$ cat src/rtl/toggle_cover_gen.sv
// Per-bit toggle detector feeding the toggle-coverage reporter: rise/fall hit pulses,
// a sticky covered mask, a running popcount of that mask and an all-covered flag.
module toggle_cover_gen #(
  parameter int WIDTH = 32,
  parameter int ONCE  = 1,
  parameter int CW    = $clog2(2*WIDTH+1)
) (
  input  logic                 clock,
  input  logic                 reset,
  input  logic                 en,
  input  logic                 clear,
  input  logic [WIDTH-1:0]     sig,
  output logic [2*WIDTH-1:0]   valid,
  output logic [2*WIDTH-1:0]   covered,
  output logic [CW-1:0]        count,
  output logic                 all_covered
);

  logic [WIDTH-1:0]   prev_reg;
  logic               armed_reg;
  logic [2*WIDTH-1:0] valid_reg, valid_next;
  logic [2*WIDTH-1:0] covered_reg, covered_next;
  logic [CW-1:0]      count_reg, count_next;
  logic               all_reg, all_next;

  logic [2*WIDTH-1:0] raw;
  logic [2*WIDTH-1:0] hit;
  logic [2*WIDTH-1:0] new_hits;
  logic [CW-1:0]      new_pop;

  // Even bit = rise, odd bit = fall of the same monitored signal.
  genvar gi;
  generate
    for (gi = 0; gi < WIDTH; gi++) begin : g_raw
      assign raw[2*gi]   =  sig[gi] & ~prev_reg[gi];
      assign raw[2*gi+1] = ~sig[gi] &  prev_reg[gi];
    end
  endgenerate

  assign hit      = (armed_reg && en) ? raw : '0;
  assign new_hits = hit & ~covered_reg;

  always_comb begin
    new_pop = '0;
    for (int i = 0; i < 2*WIDTH; i++) begin
      new_pop = new_pop + CW'(new_hits[i]);
    end
  end

  // Clear takes priority over any hit landing in the same cycle.
  always_comb begin
    valid_next   = '0;
    covered_next = '0;
    count_next   = '0;
    if (!clear) begin
      valid_next   = (ONCE != 0) ? new_hits : hit;
      covered_next = covered_reg | hit;
      count_next   = count_reg + new_pop;
    end
    all_next = (count_next == CW'(2*WIDTH));
  end

  always_ff @(posedge clock or negedge reset) begin
    if (!reset) begin
      prev_reg    <= '0;
      armed_reg   <= 1'b0;
      valid_reg   <= '0;
      covered_reg <= '0;
      count_reg   <= '0;
      all_reg     <= 1'b0;
    end else begin
      prev_reg    <= sig;
      armed_reg   <= 1'b1;
      valid_reg   <= valid_next;
      covered_reg <= covered_next;
      count_reg   <= count_next;
      all_reg     <= all_next;
    end
  end

  assign valid       = valid_reg;
  assign covered     = covered_reg;
  assign count       = count_reg;
  assign all_covered = all_reg;

endmodule
$ cat config.mk
export PLATFORM = sky130hd
export DESIGN_NAME = toggle_cover_gen
export DESIGN_NICKNAME = d
export VERILOG_FILES = /design/src/rtl/toggle_cover_gen.sv
export SDC_FILE = /design/constraint.sdc
export NUM_CORES = 1
export LEC_CHECK = 0
export ABC_AREA = 1
export BUFFER_PORTS_ARGS = -buffer_cell sky130_fd_sc_hd__buf_2
export CAP_MARGIN = 20
export CORE_ASPECT_RATIO = 2
export CORE_MARGIN = 4
export CORE_UTILIZATION = 25
export CTS_BUF_LIST = sky130_fd_sc_hd__clkbuf_8 sky130_fd_sc_hd__clkbuf_16
export DETAILED_ROUTE_END_ITERATION = 8
export SLEW_MARGIN = 20
export SYNTH_ARGS = -nofsm -noshare
export SYNTH_HDL_FRONTEND = slang
export SYNTH_SLANG_ARGS = --single-unit
$ cat constraint.sdc
create_clock -name clock -period 13.4 [get_ports clock]
set_clock_uncertainty 0.2 [all_clocks]
set_input_delay 2.01 -clock clock [delete_from_list [all_inputs] [get_ports clock]]
set_output_delay 2.01 -clock clock [all_outputs]
set_load 0.01 [all_outputs]
Yosys cells after proc, flatten, opt, wreduce, memory -nomap -nowiden
Cells that the tools add are included.
Word-level totals
  bits in registers: 169
  bits of input ports: 36
  output and inout bits: 136
  word-level logic and storage cells: 207
Operators by class
  multiplexer cells: 4
  reduce and logical (&&, ||, !) cells: 1
  bitwise gates (word level): 131
  eq/ne operators: 1
  add/subtract/negate cells: 64
Operator list (count)
  adder 7 x 1 -> 7 bit: 57
  two-way mux 64 bit: 3
  AND 1 bit: 64
  AND 64 bit: 1
  NOT 1 bit: 64
  NOT 64 bit: 1
  OR 64 bit: 1
  adder 6 x 1 -> 7 bit: 1
  adder 7 bit: 1
  equality test 7 bit (second input constant): 1
  two-way mux 7 bit: 1
  adder 5 x 1 -> 6 bit: 1
  adder 4 x 1 -> 5 bit: 1
  adder 3 x 1 -> 4 bit: 1
  adder 2 x 1 -> 3 bit: 1
  adder 1 x 1 -> 2 bit: 1
  logical AND 1 bit: 1

Depth between registers and ports, before layout
Gate-level depths: netlist (run 1).
  word-level depth: 70
  gate-level depth with buffers: 29
  depth with buffers taken out: 28

Worst setup path before layout (run 1)
No wires, ideal clock.
  kind: in2reg
  start: input en
  end: register all_reg (netlist: all_covered)
  library setup time: 71 ps
  required time: 13129 ps
  slack: 5063 ps
  arrival time: 8066 ps
  stages: 26
  path buffers: 1
  cells stage by stage: nand2_1 > inv_2 > buf_2 > nand2_1 > nor2_1 > fa_1 > inv_1 > fa_1 > inv_1 > fa_1 > inv_1 > fa_1 > fa_1 > fa_1 > fa_1 > fa_1 > fa_1 > fa_1 > nor2_1 > nor2_1 > nand2_1 > inv_1 > nand2_1 > nor2_1 > nand2_1 > nor2_1
On the way
  cells in the longest elaborated chain, start to end: 69
Ends and longest elaborated chain
  start: declaration: RTL line 10  | input logic en,
  logical AND 1 bit (*): RTL line 40  | assign hit = (armed_reg && en) ? raw : '0;
  two-way mux 64 bit (*): RTL line 40
  AND 64 bit (*): RTL line 41  | assign new_hits = hit & ~covered_reg;
  adder 1 x 1 -> 2 bit: RTL line 46  | new_pop = new_pop + CW'(new_hits[i]);
  adder 2 x 1 -> 3 bit: RTL line 46
  adder 3 x 1 -> 4 bit: RTL line 46
  adder 4 x 1 -> 5 bit: RTL line 46
  adder 5 x 1 -> 6 bit: RTL line 46
  adder 6 x 1 -> 7 bit: RTL line 46
  adder 7 x 1 -> 7 bit (56 in series): RTL line 46
  adder 7 x 1 -> 7 bit (*): RTL line 46
  adder 7 bit (*): RTL line 58  | count_next = count_reg + new_pop;
  two-way mux 7 bit (*): RTL line 55  | if (!clear) begin
  via count_next[1]: RTL line 23  | logic [CW-1:0] count_reg, count_next;
  equality test 7 bit (*): RTL line 60  | all_next = (count_next == CW'(2*WIDTH));
  via all_next: RTL line 24  | logic all_reg, all_next;
  end signal: assignment: RTL line 77  | all_reg <= all_next;
  end: declaration: RTL line 24
Mark *: on every way through the listed nets, which the timed path passes. The rest lies on a longest branch.

Worst setup path after layout (run 1)
Same ends and word-level chain as after synthesis.

==> results of run 1 <==
-- power breakdown --
group / internal (µW) / leakage [µW] / total, µW / switching [µW]
clock: 266 / 0.000295 / 489 / 223
sequential: 531 / 0.00226 / 545 / 13.7
combinational: 154 / 0.00281 / 410 / 256
total: 952 / 0.00536 / 1440 / 493
-- logic make-up (layout without fill, tap and decap cells) --
| logic type | Yosys count | after routing | share of synthesized area, % |
|---|---|---|---|
| AND/OR/NAND/NOR | 256 | 256 | 14.5 |
| buffers and inverters | 203 | 386 | 10.1 |
| flip-flops | 169 | 169 | 53.2 |
| adder cells (fa/ha/maj) | 77 | 77 | 17.4 |
| AO/OA/AOI/OAI | 69 | 69 | 4.34 |
| XOR/XNOR | 4 | 4 | 0.441 |
| other | 1 | 3 | 0.0472 |
-- synth_stat cells, drive strengths merged --
cell / number / share of area (%)
inv: 177 / 8.4
dfrtp: 169 / 53
nor2: 94 / 4.4
a21oi: 69 / 4.3
fa: 56 / 14
nand3: 50 / 3.1
nand2: 46 / 2.2
nand4: 34 / 2.7
nor3: 31 / 2.0
buf: 24 / 1.6
ha: 21 / 3.3
clkinv: 2 / 0.094
xnor2: 2 / 0.22
xor2: 2 / 0.22
conb: 1 / 0.047
nand3b: 1 / 0.094
-- critical path, stage by stage --
cell and delay (ps):
buf_2 70, nand2_1 60, clkinv_2 40, buf_4 760, nand4_1 300, fa_1 610
fa_1 550, inv_1 70, fa_1 530, inv_1 60, fa_1 510, fa_1 580
fa_1 460, fa_1 530, fa_1 520, fa_1 480, fa_1 500, nor2_1 50
nor2_1 140, nand2_1 60, inv_1 50, nand2_1 50, nor2_1 80, nand2_1 50
nor2_1 80
-- routing by layer --
metal	global-route usage [%]	up-vias
met2	26.4	139
met3	3.35	36
met4	6.77	0
met5	0	-
met1	12.8	2900
li1	-	2757
-- stage by stage --
stage / area, µm² / power [µW] / utilization (%)
after floorplan: 7950 / 854 / -
after global routing: 9830 / 1560 / 31.3
final: 9830 / 1440 / 31.3
after global placement: 9250 / 966 / 29.4
after detailed placement: 9250 / 979 / 29.4
after CTS: 9830 / 1470 / 31.3
-- layout make-up --
type	instances	area [µm²]
Timing Repair Buffer	175	895
Sequential cell	169	4230
Clock buffer	18	439
Clock inverter	14	140
Inverter	179	673
Multi-Input combinational cell	407	2920
Fill cell	3270	21600
Antenna cell	2	5.00
Tap cell	423	529
-- worst max-delay path by stage --
| stage | end | start | cells past startpoint |
|---|---|---|---|
| 6_report | all_covered | en | 25 |
| 5_1_grt | all_covered | en | 26 |
| 4_1_cts | all_covered | en | 25 |
| 3_5_place_dp | all_covered | en | 25 |
| 3_3_place_gp | all_covered | en | 25 |
| 2_1_floorplan | all_covered | en | 26 |
-- placed cells by master, fill, tap and decap left out, types with 31 or more instances in the layout --
cell	synthesis	final
nand3_1	50	50
a21oi_1	69	69
nor3_1	31	31
fa_1	56	56
inv_1	176	178
nor2_1	94	94
dfrtp_1	169	169
nand4_1	34	34
buf_2	20	169
nand2_1	45	45
==> impl_results.md, run 1 <==
* Outcome: finished clean
* Total CTS buffers at 17
* Reg2reg path depth at 24
* Core Area at 31,400 µm²
* Clock Root Buffer: clkbuf_16
* Synth Net Count at 892
* WP data arrival at 9260 ps
* GR Util All Layers at 13.5%
* Detailed placer's ending HPWL at 17,800 µm
* Initial antenna violation count at 2
* Reg2reg end: all_covered
* RSZ-0062 raised after global routing: false
* Hold Buf Count CTS at 0
* Startpoint Class: input pin
* Port Buffer Count at 171
* Worst Path Class, Setup: input pin to flip-flop
* DRT met1 WL at 7520 µm
* CTS tree: yes
* Wirelength per Cell at 16.2 µm
* Met2 WL at 13,000 µm
* Post-CTS setup buffer count at 0
* Avg Cell Area, Syn at 10.2 µm²
* Uppermost layer routed: met4
* Worst slew margin at 31.0%
* DR vias/cell at 4.20
* WHS Endpoint: valid[48]
* Seq/Total Area, Yosys at 53.2%
* Final min period at 9090 ps
* R2r startpoint: armed_reg
* Post-route DRC violation count at 0
* Chip width at 134 µm
* Synth cell types at 19
* # rows at 92
* Worst reg2reg setup slack at 5620 ps
* Leakage power at 0.00536 µW
* Final Hold Vio Count at 0
* Mapped cell area at 7950 µm²
* Final slew viol count at 0
* Skew-Pair Late Insertion Delay at 450 ps
* First-pass GRT wire length at 34,900 µm
* Bufs on Longest Clock Path at 2
* Setup Viol. Count Final at 0
* Layout cell share with drive strength beyond 1 at 21.5%
* Final WL at 22,500 µm
* Max cap viols at 0
* Crit share post-route at 67.8%
* H-tree levels at 4
* Slew @ Worst Pin at 1030 ps
* Hold_sp: covered[48]
* Largest net degree at the start of global routing at 98
* Post-Synthesis Cells at 779
* Synth Register Bits at 169
* CTS resizes at 0
* Initial Util at 25.3%
* I/O pin total at 172
* Post-route ant nets at 0
* Setup TNS at 0 ps
* Worst hold path class: flip-flop to flip-flop
* Fmax at 110 MHz
* CP required at 13,580 ps
* Non-Filler Instances at 1,387
* Area grow syn2layout at 23.6%
* Setup WS post-layout at 4310 ps
* Placer Congestion at 0.782
* Height of the die at 260 µm
* GRT overflow at 0
* Area of the die at 34,900 µm²
* Vias at 5,832
* Vias in the first global route at 6,182
* Clock Sinks at 169
* Drt first pass iters at 6
* Post-layout nets at 1,062
* CP endpoint kind: flip-flop
* Pwr Density at 147 nW/µm²
* Pre-CTS setup slack at 3800 ps
* Iteration-0 DRC count of the detailed router at 207
* Yosys warns at 0
* Critical Path Fanout Max at 97
* Placed Cells at 1,353
* WHS Path Cells at 1
* Wire length on met3 at 1020 µm
* Final hold slack at 285 ps
* Clk pin slew, worst setup/hold paths at 70 ps
* Worst vdd ir at 0.0000967 V
(Power assumes the default switching activity.)
==> run 2, diff against run 1 <==
--- a/config.mk
+++ b/config.mk
@@ -5,7 +5,7 @@
 export SDC_FILE = /design/constraint.sdc
 export NUM_CORES = 1
 export LEC_CHECK = 0
-export ABC_AREA = 1
+export ABC_AREA = 0
 export BUFFER_PORTS_ARGS = -buffer_cell sky130_fd_sc_hd__buf_2
 export CAP_MARGIN = 20
 export CORE_ASPECT_RATIO = 2
==> constraint.sdc (replaced) <==
create_clock -name clock -period 8 [get_ports clock]
set_clock_uncertainty 0.2 [all_clocks]
set_input_delay 1.2 -clock clock [delete_from_list [all_inputs] [get_ports clock]]
set_output_delay 1.2 -clock clock [all_outputs]
set_load 0.01 [all_outputs]
==> run 2 against run 1 <==
Clock power rose by 72%; cell count is 8.2% lower; via count fell by 7.8%; count of clock-buffer cells in the layout did not move; non-clock buffer count grew 36; critical endpoint unchanged.
==> impl_results.md, run 2 <==
* ANT cells at 0 (-2)
* Clk pin slew, worst setup/hold paths at 60 ps (about the same)
* Core Area at 30,700 µm² (-2.2%)
* # rows at 91 (-1.1%)
* Design Area, Final at 10000 µm² (+1.7%)
* Crit-path most repeated cell: fa_1
* Synth area leader: dfrtp_1
* Wirelength per Cell at 17.2 µm (+5.8%)
* Pint at 1650 µW (+73%)
* Largest net degree at the start of global routing at 96 (-2.0%)
* Initial antenna violation count at 0 (-2)
* Setup Viol. Count Final at 0 (unchanged)
* Yosys warns at 0 (unchanged)
* Startpoint Class: input pin
* Final min period at 7730 ps
* Port Buffer Count at 171 (unchanged)
* Clock Root Buffer: clkbuf_16
* Final slew viol count at 0 (unchanged)
* Height of the die at 258 µm (-1.0%)
* Critical-path cell list: buf_2 -> and2_4 -> buf_12 -> clkbuf_16 -> nand3b_1 -> nor2_1 -> fa_1 -> inv_1 -> fa_1 -> inv_1 -> fa_1 -> inv_1 -> fa_1 -> fa_1 -> fa_1 -> fa_1 -> fa_1 -> fa_2 -> fa_1 -> nand2b_1 -> a21oi_2 -> a31oi_1 -> xnor2_1 -> nor4b_2
* Yosys top cell area share at 54.3% (+1.2 points)
* Multi-input logic area at 3000 µm² (+2.8%)
* Worst vdd ir at 0.000162 V (+68%)
* Total CTS buffers at 17 (unchanged)
* Reg power frac at 37.7% (about the same)
* I/O pin total at 172 (unchanged)
* Synth Register Bits at 169 (unchanged)
* Post-synth top cells: 169 x dfrtp_1, 122 x inv_1, 73 x nor2_1, 67 x a21oi_1, 64 x nand3b_1
* Post-Synthesis Cells at 680 (-13%)
* Worst-path cell with the longest stage delay: fa_1
* Layout cell share with drive strength beyond 1 at 27.3% (+5.8 points)
* Comb power frac at 27.5% (-0.9 points)
* Chip width at 133 µm (-1.0%)
* Filler Cell Count at 3,160 (-3.4%)
* Initial Util at 25.3% (about the same)
* Pwr Density at 242 nW/µm² (+65%)
* Buf/Inv on CP at 6 (unchanged)
* Final design utilization at 32.5% (+1.2 points)
* Post-route DRC violation count at 0 (unchanged)
* Vias in the first global route at 5,831 (-5.7%)
* Final hold slack at 273 ps (-12.1 ps)
* Synth async-reset ratio at 100% (unchanged)
* Top Family by Delay on Critical Path: adder cells
* Area of the die at 34,200 µm² (-2.0%)
* Main synth FF type: dfrtp_1
* Bufs on Longest Clock Path at 2 (unchanged)
* Synth cell types at 26 (+7)
* Worst slew margin at 36.8% (+5.8 points)
* Final Hold Vio Count at 0 (unchanged)
* Iteration-0 DRC count of the detailed router at 134 (-35%)
* First-pass GRT wire length at 33,100 µm (-5.0%)
* Worst reg2reg setup slack at 720 ps (-4900 ps)
* H-tree levels at 4 (unchanged)
* CTS tree: yes
* Slew @ Worst Pin at 948 ps (-86.5 ps)
* CP required at 8140 ps (-5440 ps)
* GR Util All Layers at 13.0% (-0.54 points)
* CP endpoint kind: flip-flop
* RSZ-0062 raised after global routing: false
* GRT overflow at 0 (unchanged)
* Seq/Total Area, Yosys at 54.3% (+1.2 points)
* Post-layout nets at 1,001 (-5.7%)
* Final WL at 21,900 µm (-2.9%)
* Detailed placer's ending HPWL at 17,000 µm (-4.2%)
* Placed cell area at 9320 µm² (+0.81%)
* Final Power at 2420 µW (+68%)
* Critical Path Fanout Max at 12 (-88%)
* Max cap viols at 0 (unchanged)
* Clock network fraction of design power at 34.8% (+0.9 points)
* Vias at 5,375 (-7.8%)
* Avg Cell Area, Syn at 11.4 µm² (+12%)
* Outcome: finished clean
* Top cells by area, synth: dfrtp_1 54%, fa_1 14%, nand3b_1 6.2%
* Drt first pass iters at 4 (-2)
* Mapped cell area at 7780 µm² (-2.1%)
* Synth Net Count at 793 (-11%)
* Storage cell area at 4230 µm² (unchanged)
* Switching share of power at 32.1% (-2.0 points)
* Worst hold path class: flip-flop to flip-flop
* Worst stage delay on the critical path at 570 ps (-190 ps)
* Most frequent cells in the layout: 169 x dfrtp_1, 169 x buf_2, 123 x inv_1, 73 x nor2_1, 66 x a21oi_1
* Net Sw Power at 778 µW (+58%)
* Skew-Pair Late Insertion Delay at 440 ps (about the same)
* Placer Congestion at 0.814 (+4.2%)
* Worst Path Class, Setup: input pin to flip-flop
* Number of synthesized flops with an enable pin at 0 (unchanged)
* DR vias/cell at 4.22 (+0.42%)
* Area grow syn2layout at 28.4%
* Leakage power at 0.00518 µW (-3.3%)
* Crit share post-route at 96.7%
* Setup TNS at 0 ps (unchanged)
* Clock Sinks at 169 (unchanged)
* WP data arrival at 7880 ps (-1380 ps)
* Top-count cell post-synth: dfrtp_1
* Post-route ant nets at 0 (unchanged)
* Fmax at 129 MHz
[run 2: final cells by class]
class / count / share of cell area [%]
clock inverters: 14 / 1.63
well taps: 372 / 4.66
clock buffers: 18 / 4.39
multi-input cells: 367 / 30.1
inverters: 122 / 4.58
repair buffers: 211 / 12.4
flip-flops and latches: 169 / 42.3
[run 2: metal layers]
layer  wire [µm]  up-vias  global-route usage, %
met5           0        -                      0
met4         788        0                   5.98
met3         718       29                   2.98
met2       13000      119                   25.8
met1        7340     2672                   12.3
li1            -     2555                      -
[run 2: worst paths after layout]
kind,end,startpoint,depth (start not counted)
worst max register to register,all_covered,armed_reg,23
min in group asynchronous,valid[1],reset,1
worst min register to register,valid[36],covered[36],1
worst max-delay path,all_covered,en,24
max in group asynchronous,covered[37],reset,2
worst min-delay path,valid[36],covered[36],1
[run 2: cells by family (layout without fill, tap and decap cells)]
logic type      count (synthesis)  in the layout  share of synthesized area [%]
compound gates                 71             71                           4.66
xor+xnor                        8              8                          0.900
fa+ha+maj                      77             77                           17.8
buf+inv                       144            365                           7.19
flops                         169            169                           54.3
other cells                     1              1                         0.0482
simple gates                  210            210                           15.1
[run 2: worst reg2reg max path, cell delays in order, from the launching register on]
cell and delay (ps):
dfrtp_1 370, and2_4 190, buf_12 150, clkbuf_16 180
nand3b_1 110, nor2_1 80, fa_1 530, inv_1 50
fa_1 490, inv_1 80, fa_1 540, inv_1 60
fa_1 510, fa_1 520, fa_1 520, fa_1 570
fa_1 430, fa_2 360, fa_1 400, nand2b_1 170
a21oi_2 160, a31oi_1 120, xnor2_1 160, nor4b_2 250
[run 2: power by group through the flow]
stage	Sequential, µW	Combinational (µW)	Clock (µW)
6_report	913	667	843
5_1_grt	918	781	908
4_1_cts	914	684	869
3_5_place_dp	930	679	0
3_3_place_gp	929	664	0
2_1_floorplan	937	466	0
[run 2: stage by stage]
stage               setup slack, ps  std cells
floorplan                      24.6        680
global placement               -209       1238
detailed placement             -233       1238
CTS                             222       1270
global route                   5.64       1273
finish                          267       1273
[run 2: what timing repair did]
item | CTS | global route
hold buffers | 0 | 0
resized for setup | 0 | 1
buffers inserted | 0 | 1
endpoints found under the setup margin | 0 | 1
==> run 3, diff against run 2 <==
--- a/config.mk
+++ b/config.mk
@@ -10,9 +10,10 @@
 export CAP_MARGIN = 20
 export CORE_ASPECT_RATIO = 2
 export CORE_MARGIN = 4
-export CORE_UTILIZATION = 25
+export CORE_UTILIZATION = 41
 export CTS_BUF_LIST = sky130_fd_sc_hd__clkbuf_8 sky130_fd_sc_hd__clkbuf_16
 export DETAILED_ROUTE_END_ITERATION = 8
+export PLACE_DENSITY = 0.66
 export SLEW_MARGIN = 20
 export SYNTH_ARGS = -nofsm -noshare
 export SYNTH_HDL_FRONTEND = slang
==> run 3 against run 2 <==
Total power grew 5.4%; critical path depth shrank 2; sequential power is essentially flat; count of clock-buffer cells in the layout grew 1; critical path type unchanged; largest power group unchanged.
==> impl_results.md, run 3 (synthesis results as in run 2) <==
* Pre-CTS setup slack at -238 ps (-4.85 ps)
* Post-layout nets at 1,006 (+0.50%)
* Clock Root Buffer: clkbuf_16
* Final Hold Vio Count at 0 (unchanged)
* Worst vdd ir at 0.000167 V (+2.6%)
* Slew @ Worst Pin at 930 ps (-18.5 ps)
* Initial Util at 41.5% (+16 points)
* Final WL at 19,600 µm (-10%)
* Bufs on Longest Clock Path at 2 (unchanged)
* Post-route ant nets at 0 (unchanged)
* Setup TNS at 0 ps (unchanged)
* DR vias/cell at 4.65 (+10%)
* Chip width at 105 µm (-21%)
* CP endpoint kind: flip-flop
* RSZ-0062 raised after global routing: false
* CP required at 8140 ps (about the same)
* Outcome: finished clean
* Area grow syn2layout at 28.0%
* Fmax at 129 MHz (+0.11%)
* R2r startpoint: armed_reg
* Worst slew margin at 38.0% (+1.2 points)
* Layout cell share with drive strength beyond 1 at 28.3% (+0.95 points)
* Hold_sp: covered[42]
* Non-Filler Instances at 1,163 (-8.6%)
* I/O pin total at 172 (unchanged)
* Drt first pass iters at 4 (unchanged)
* Clk pin slew, worst setup/hold paths at 70 ps (about the same)
* GR Util All Layers at 18.9% (+6.0 points)
* Startpoint Class: input pin
* Wirelength per Cell at 16.8 µm (-2.0%)
* Final hold slack at 277 ps (+4.27 ps)
* Pwr Density at 256 nW/µm² (+5.8%)
* Skew-Pair Late Insertion Delay at 430 ps (about the same)
* Detailed placer's ending HPWL at 14,800 µm (-13%)
* Core Area at 18,700 µm² (-39%)
* Final min period at 7720 ps (-8.45 ps)
* GRT overflow at 0 (unchanged)
* Post-route DRC violation count at 0 (unchanged)
* Initial antenna violation count at 2 (+2)
* Vias at 5,410 (+0.65%)
* Height of the die at 203 µm (-21%)
* Worst Setup SP: en
* Setup WS post-layout at 275 ps (+8.45 ps)
* Crit share post-route at 96.6% (-0.11 points)
* Hold Buf Count CTS at 0 (unchanged)
* Port Buffer Count at 171 (unchanged)
* # rows at 71 (-22%)
* Vias in the first global route at 5,880 (+0.84%)
* Final slew viol count at 0 (unchanged)
* Placed Cells at 1,124 (-9.2%)
* First-pass GRT wire length at 30,800 µm (-7.0%)
* WP data arrival at 7870 ps (about the same)
* Total CTS buffers at 17 (unchanged)
* Final Power at 2560 µW (+5.4%)
* Worst hold path class: flip-flop to flip-flop
* Setup Viol. Count Final at 0 (unchanged)
* H-tree levels at 4 (unchanged)
* Max cap viols at 0 (unchanged)
* Most frequent cells in the layout: 169 x dfrtp_1, 169 x buf_2, 122 x inv_1, 72 x nor2_1, 66 x a21oi_1
* CTS tree: yes
* Iteration-0 DRC count of the detailed router at 175 (+31%)
* Critical Path Fanout Max at 12 (unchanged)
* Area of the die at 21,400 µm² (-37%)
* Largest net degree at the start of global routing at 103 (+7.3%)
* Clock Sinks at 169 (unchanged)
* Worst Path Class, Setup: input pin to flip-flop
* Placer Congestion at 0.802 (-1.5%)
* Leakage power at 0.00525 µW (+1.2%)
==> run 3: changes by cell type in the layout (fill, tap and decap cells not counted), sizes merged <==
cell and delta:
diode +2, inv -5, bufinv +2, clkinvlp -1
clkbuf +1, clkinv +3, buf +5
==> run 3: power breakdown <==
part | internal (µW) | switching (µW)
Sequential | 891 | 20.8
Combinational | 323 | 417
Clock | 543 | 360
Total | 1760 | 798
==> run 3: layer usage <==
layer / part of all wire (%) / track usage (%)
met4: 3.2 / 9.34
met2: 60 / 36.2
met5: 0 / 0
met1: 34 / 19.5
met3: 3.2 / 3.15
==> run 3: what timing repair did <==
action / CTS / global route
setup buffers: 0 / 3
resized for setup: 0 / 6
endpoints found under the setup margin: 0 / 2
endpoints found under the hold margin: 0 / 0
==> run 3: worst paths after layout <==
path                            slack, ps  cells after the start           to
max in group asynchronous            5490                      2  covered[56]
worst min-delay path                  280                      1    valid[42]
worst max register to register        770                     23  all_covered
worst max-delay path                  280                     22  all_covered
worst min register to register        280                      1    valid[42]
min in group asynchronous             670                      1    valid[34]
==> run 3: per-stage QoR <==
stage	cell area, µm²	utilization (%)
after floorplan	7790	-
after global placement	9200	49.1
after detailed placement	9200	49.1
after CTS	9840	52.5
after global routing	9960	53.2
final	9960	53.2
==> run 3: final cells by class <==
| type | instances | area [µm²] |
|---|---|---|
| Tap cell | 255 | 319 |
| Multi-Input combinational cell | 367 | 3030 |
| Timing Repair Buffer | 216 | 1270 |
| Fill cell | 1671 | 8780 |
| Antenna cell | 2 | 5.00 |
| Clock buffer | 19 | 453 |
| Sequential cell | 169 | 4230 |
| Inverter | 122 | 458 |
| Clock inverter | 13 | 193 |
==> run 3: critical path: stages <==
cell and delay (ps):
buf_2 70, and2_4 180, buf_12 140, nand3b_1 100, nand2b_1 210, fa_1 530, inv_1 60, fa_1 590
inv_1 70, fa_1 490, fa_1 520, fa_1 530, fa_1 580, fa_1 450, fa_1 500, fa_2 390
fa_2 360, nand2b_4 160, a21oi_4 160, xnor2_1 160, nand3_1 130, nor4b_2 260
